$ cat config.mk
export PLATFORM = sky130hd
export DESIGN_NAME = pciecfg_arb
export DESIGN_NICKNAME = d
export VERILOG_FILES = /design/src/rtl/pciecfg_arb.sv
export SDC_FILE = /design/constraint.sdc
export NUM_CORES = 1
export LEC_CHECK = 0
export ABC_AREA = 1
export BUFFER_PORTS_ARGS = -buffer_cell sky130_fd_sc_hd__buf_4
export CAP_MARGIN = 25
export CORE_UTILIZATION = 49
export CTS_CLUSTER_SIZE = 14
export DETAILED_ROUTE_END_ITERATION = 16
export GPL_TIMING_DRIVEN = 0
export HOLD_SLACK_MARGIN = 0.03
export PLACE_DENSITY = 0.84
export SLEW_MARGIN = 20
export SYNTH_ARGS = -nofsm -noshare
export SYNTH_HDL_FRONTEND = slang
export SYNTH_SLANG_ARGS = --single-unit
$ cat constraint.sdc
create_clock -name clk -period 3.8 [get_ports clk]
set_clock_uncertainty 0.2 [all_clocks]
set_input_delay 0.19 -clock clk [delete_from_list [all_inputs] [get_ports clk]]
set_output_delay 0.19 -clock clk [all_outputs]
set_load 0.01 [all_outputs]
$ cat src/rtl/pciecfg_arb.sv
// pciecfg_arb: two-requester round-robin arbiter onto the PCIe config management port.
//
// One command is in flight at a time. The FSM goes IDLE -> BUSY -> RESP -> IDLE.
// Optional feature macro: PCIECFG_ARB_TIMEOUT_EN. When it is defined, a BUSY phase
// that lasts TIMEOUT_CYCLES without cfg_mgmt_rd_wr_done is aborted. The abort
// responds with err=1 and data=32'hFFFF_FFFF.
//
// Ports:
//   clk, rst                    pcie_clk domain; synchronous active-high reset
//   reqN_valid/ready            command handshake; ready pulses for one cycle on grant
//   reqN_wr/dwaddr/byte_en/data command fields (1=write)
//   respN_valid/data/err        one-cycle completion; data and err are 0 when not valid
//   cfg_mgmt_dwaddr/rd_en/wr_en/byte_en/di  command outputs to the core
//   cfg_mgmt_do/rd_wr_done      read data and completion from the core
module pciecfg_arb #(
    parameter int TIMEOUT_CYCLES = 1024
) (
    input  logic        clk,
    input  logic        rst,
    input  logic        req0_valid,
    output logic        req0_ready,
    input  logic        req0_wr,
    input  logic [9:0]  req0_dwaddr,
    input  logic [3:0]  req0_byte_en,
    input  logic [31:0] req0_data,
    output logic        resp0_valid,
    output logic [31:0] resp0_data,
    output logic        resp0_err,
    input  logic        req1_valid,
    output logic        req1_ready,
    input  logic        req1_wr,
    input  logic [9:0]  req1_dwaddr,
    input  logic [3:0]  req1_byte_en,
    input  logic [31:0] req1_data,
    output logic        resp1_valid,
    output logic [31:0] resp1_data,
    output logic        resp1_err,
    output logic [9:0]  cfg_mgmt_dwaddr,
    output logic        cfg_mgmt_rd_en,
    output logic        cfg_mgmt_wr_en,
    output logic [3:0]  cfg_mgmt_byte_en,
    output logic [31:0] cfg_mgmt_di,
    input  logic [31:0] cfg_mgmt_do,
    input  logic        cfg_mgmt_rd_wr_done
);
    typedef enum logic [1:0] {IDLE, BUSY, RESP} state_t;

    if (TIMEOUT_CYCLES < 1) begin : g_cfg_chk
        $error("pciecfg_arb: TIMEOUT_CYCLES must be at least 1");
    end

    state_t      state, state_nx;
    logic        accept, gnt_nx, gnt, last, busy, tmo;
    logic        lat_wr, err;
    logic [9:0]  lat_addr;
    logic [3:0]  lat_be;
    logic [31:0] lat_data, rdata;

`ifdef PCIECFG_ARB_TIMEOUT_EN
    localparam int TW = $clog2(TIMEOUT_CYCLES + 1);
    logic [TW-1:0] cnt;
    // Fires on the last permitted BUSY cycle, so the strobe is high for exactly TIMEOUT_CYCLES.
    assign tmo = busy && !cfg_mgmt_rd_wr_done && cnt == TW'(TIMEOUT_CYCLES - 1);
    always_ff @(posedge clk) begin
        if (rst || !busy) cnt <= '0;
        else cnt <= cnt + 1'b1;
    end
`else
    assign tmo = 1'b0;
`endif

    always_ff @(posedge clk) begin
        if (rst) state <= IDLE;
        else state <= state_nx;
    end

    always_comb begin
        state_nx = state;
        accept   = 1'b0;
        // With both valid the requester that lost last time wins; last resets to 1 so req0 wins first.
        gnt_nx   = (req0_valid && req1_valid) ? ~last : req1_valid;
        case (state)
            IDLE: if (req0_valid || req1_valid) begin
                accept   = 1'b1;
                state_nx = BUSY;
            end
            BUSY: if (cfg_mgmt_rd_wr_done || tmo) state_nx = RESP;
            default: state_nx = IDLE;
        endcase
    end

    always_ff @(posedge clk) begin
        if (rst) begin
            gnt      <= 1'b0;
            last     <= 1'b1;
            lat_wr   <= 1'b0;
            lat_addr <= '0;
            lat_be   <= '0;
            lat_data <= '0;
            rdata    <= '0;
            err      <= 1'b0;
        end else begin
            if (accept) begin
                gnt      <= gnt_nx;
                last     <= gnt_nx;
                lat_wr   <= gnt_nx ? req1_wr : req0_wr;
                lat_addr <= gnt_nx ? req1_dwaddr : req0_dwaddr;
                lat_be   <= gnt_nx ? req1_byte_en : req0_byte_en;
                lat_data <= gnt_nx ? req1_data : req0_data;
            end
            if (busy && (cfg_mgmt_rd_wr_done || tmo)) begin
                rdata <= tmo ? 32'hFFFF_FFFF : (lat_wr ? 32'h0 : cfg_mgmt_do);
                err   <= tmo;
            end
        end
    end

    always_comb begin
        busy             = state == BUSY;
        req0_ready       = accept && !gnt_nx;
        req1_ready       = accept && gnt_nx;
        cfg_mgmt_rd_en   = busy && !lat_wr;
        cfg_mgmt_wr_en   = busy && lat_wr;
        cfg_mgmt_dwaddr  = busy ? lat_addr : 10'h0;
        cfg_mgmt_byte_en = busy ? lat_be : 4'h0;
        cfg_mgmt_di      = busy ? lat_data : 32'h0;
        resp0_valid      = state == RESP && !gnt;
        resp1_valid      = state == RESP && gnt;
        resp0_data       = resp0_valid ? rdata : 32'h0;
        resp1_data       = resp1_valid ? rdata : 32'h0;
        resp0_err        = resp0_valid && err;
        resp1_err        = resp1_valid && err;
    end
endmodule
==> flow_metrics.env <==
export IMPL_slew_headroom_pct=57.4
export IMPL_power_density_nw_per_um2=290
export IMPL_min_period_ps=2280
export IMPL_drcViolationCount=0
export IMPL_hold_class="primary input to register"
export IMPL_setup_viol=0
export IMPL_via_per_inst=4.90
export IMPL_dp_cells=1161
export IMPL_synth_xor_area_share_pct=0
export IMPL_final_cell_count_no_fill=1271
export IMPL_grt_pass1_wl_um=27600
export IMPL_critical_path_startpoint_type="register"
export IMPL_netlist_area_before_placement_sq_um=4660
export IMPL_timing_critical_path_arrival_ps=2280
export IMPL_synth_seq_area_share_pct=35.7
export IMPL_p_sw_mw=0.680
export IMPL_number_of_global_route_vias_before_repair=5966
export IMPL_leading_cell_types_in_the_layout_fill_and_taps_excluded="252 x sky130_fd_sc_hd__buf_4, 180 x sky130_fd_sc_hd__inv_1, 133 x sky130_fd_sc_hd__nand2_1"
export IMPL_power_report_internal_total_mw=1.58
export IMPL_clock_root_buffer="sky130_fd_sc_hd__clkbuf_8"
export IMPL_yosysWarningCount=0
export IMPL_report_power_total_mw=2.26
export IMPL_post_route_cells_drive_above_1_share_pct=26.0
export IMPL_clock_tree_buffer_depth=2
export IMPL_final_hold_viol_count=0
export IMPL_finalNetCount=1268
export IMPL_run_status="finished, final reports clean"
export IMPL_end_kind="register"
export IMPL_layout_area_overhead_vs_synth_pct=67.2
export IMPL_power_sequential_fraction_pct=43.0
export IMPL_num_vias=6232
export IMPL_layout_setup_ws_ps=1520
export IMPL_cts_max_level=3
export IMPL_cp_required_ps=3800
export IMPL_fmax_ghz=0.439
export IMPL_post_cts_clock_slew_at_the_launch_and_capture_registers_of_the_worst_setup_and_hold_paths_ps=80
export IMPL_gp_congestion=0.847
export IMPL_dpl_hpwl_um=11100
export IMPL_yosys_area_share_simple_pct=34.3
export IMPL_wl_per_cell_um=13.7
export IMPL_timing_worst_setup_path_type="register to register"
export IMPL_numCtsBuffers=9
export IMPL_initial_utilization_pct=50.4
export IMPL_slew_viol_final=0
export IMPL_main_combinational_cell_family_by_area_after_synthesis="simple AND/OR/NAND/NOR gates"
export IMPL_insertedDiodeCount=0
export IMPL_drtPass1Iterations=5
export IMPL_ys_seq_elements=83
export IMPL_avgSynthCellArea_sq_um=5.93
export IMPL_io_buffers=245
export IMPL_synth_compound_area_share_pct=8.81
export IMPL_rsz0062_at_grt="no"
export IMPL_design_core_area_sq_um=9240
export IMPL_setup_tns_ps=0
export IMPL_placement_cell_area_sq_um=6660
export IMPL_placement_setup_worst_slack_ps=2070
export IMPL_maxcap_violations=0
export IMPL_synthMuxAreaShare_pct=0
export IMPL_numClockSinks=83
export IMPL_switching_share_pct=30.1
export IMPL_worst_r2r_path_depth=7
export IMPL_route_antenna_remaining_nets=0
export IMPL_die_area_sq_um=9900
export IMPL_finalCritPeriodShare_pct=60.0
export IMPL_synth_adder_area_share_pct=0
export IMPL_detailedRoute_firstIterationViolations=248
export IMPL_grt_max_degree=13
export IMPL_share_clk_of_total_power_pct=27.8
export IMPL_pin_count=249
export IMPL_worstPathMaxFanout=10
export IMPL_worstHoldPathCells=5
export IMPL_mostFrequentLayoutCell="sky130_fd_sc_hd__buf_4"
export IMPL_share_comb_of_total_power_pct=29.2
export IMPL_ir_drop_mv=0.165
export IMPL_cellLeakagePower_nw=3.84
export IMPL_die_w_um=99.5
export IMPL_grt_antenna_before_repair=0
export IMPL_netlist_instances=786
export IMPL_synth_cell_types=17
export IMPL_die_height_um=99.5
export IMPL_clock_tree_from_tritoncts="built"
export IMPL_postCtsSetupRepairBufs=0
export IMPL_post_cts_resized=0
export IMPL_design_area_sq_um=7790
export IMPL_clock_latency_ps=340
export IMPL_placement_rows=35
export IMPL_detail_route_wirelength_um=17400
export IMPL_overflow=0
export IMPL_slew_at_the_pin_with_the_worst_max_slew_slack_ps=639
export IMPL_grt_usage_pct=35.1
[sequential cells by signal, summed over array words and instances, names as in the netlist]
register  count
lat_data     32
rdata        32
lat_addr     10
lat_be        4
state         2
gnt           1
last          1
lat_wr        1
[per-stage QoR]
step / hold WS [ps] / utilization (%)
after floorplan: 150 / -
after global placement: 253 / 72.1
after detailed placement: 255 / 72.1
after CTS: 30.1 / 84.3
after global routing: 49.9 / 84.3
final: 38.8 / 84.3
[per-layer routing]
metal / wire, um / GRT usage, % / up-vias
li1: - / - / 3047
met1: 6640 / 37.3 / 2811
met2: 8670 / 63.4 / 301
met3: 1210 / 7.10 / 73
met4: 902 / 22.4 / 0
met5: 0 / 0 / -
[final timing paths]
kind | start | end | slack, ps
worst max-delay path | last | lat_addr[6] | 1520
worst min-delay path | req1_data[28] | lat_data[28] | 40
worst max register to register | last | lat_addr[6] | 1520
worst min register to register | lat_data[20] | lat_data[20] | 270
[synthesized netlist by cell type]
cell,instances,area [sq um]
sky130_fd_sc_hd__inv_1,180,676
sky130_fd_sc_hd__nand2_1,133,499
sky130_fd_sc_hd__nand3_1,126,631
sky130_fd_sc_hd__nor2_1,116,435
sky130_fd_sc_hd__dfxtp_1,83,1660
sky130_fd_sc_hd__a21oi_1,82,410
sky130_fd_sc_hd__buf_2,22,110
sky130_fd_sc_hd__clkbuf_1,22,82.6
sky130_fd_sc_hd__buf_4,7,52.6
sky130_fd_sc_hd__buf_6,4,45.0
sky130_fd_sc_hd__inv_2,4,15.0
sky130_fd_sc_hd__nor3_1,2,10.0
sky130_fd_sc_hd__buf_1,1,3.75
sky130_fd_sc_hd__conb_1,1,3.75
sky130_fd_sc_hd__nand2_2,1,6.26
sky130_fd_sc_hd__nor2_2,1,6.26
sky130_fd_sc_hd__nor2_4,1,11.3
[critical path: stages, from the launching register on]
cell	delay [ps]
sky130_fd_sc_hd__dfxtp_1	320
sky130_fd_sc_hd__nand2_1	100
sky130_fd_sc_hd__buf_4	180
sky130_fd_sc_hd__clkbuf_1	400
sky130_fd_sc_hd__nand3_1	150
sky130_fd_sc_hd__nand3_1	120
sky130_fd_sc_hd__dlygate4sd3_1	560
sky130_fd_sc_hd__a21oi_1	90
[kinds of logic (layout without fill, tap and decap cells)]
family	Yosys count	in the layout
compound gates	82	82
simple gates	380	380
other cells	1	2
flops	83	83
buf+inv	240	595
[cell type report]
| class | count | area, sq um |
|---|---|---|
| clock buffer | 14 | 153 |
| timing repair buffer | 339 | 2780 |
| sequential | 83 | 1660 |
| inverter | 184 | 691 |
| multi-input combinational | 464 | 2020 |
| clock inverter | 2 | 35.0 |
| fill | 595 | 1450 |
| tap | 129 | 161 |
| buffer | 56 | 294 |
[power groups by stage]
| stage | clock [mW] | combinational, mW | sequential [mW] |
|---|---|---|---|
| final | 0.628 | 0.660 | 0.974 |
| after global routing | 0.674 | 0.722 | 0.981 |
| after CTS | 0.634 | 0.638 | 0.971 |
| after detailed placement | 0 | 0.542 | 0.992 |
| after global placement | 0 | 0.535 | 0.989 |
| after floorplan | 0 | 0.316 | 0.984 |
[what timing repair did]
item                       CTS  global route
hold buffers                94             0
setup endpoints to repair    0             0
hold endpoints to repair    78             0
Power figures use the tool's default switching activity.
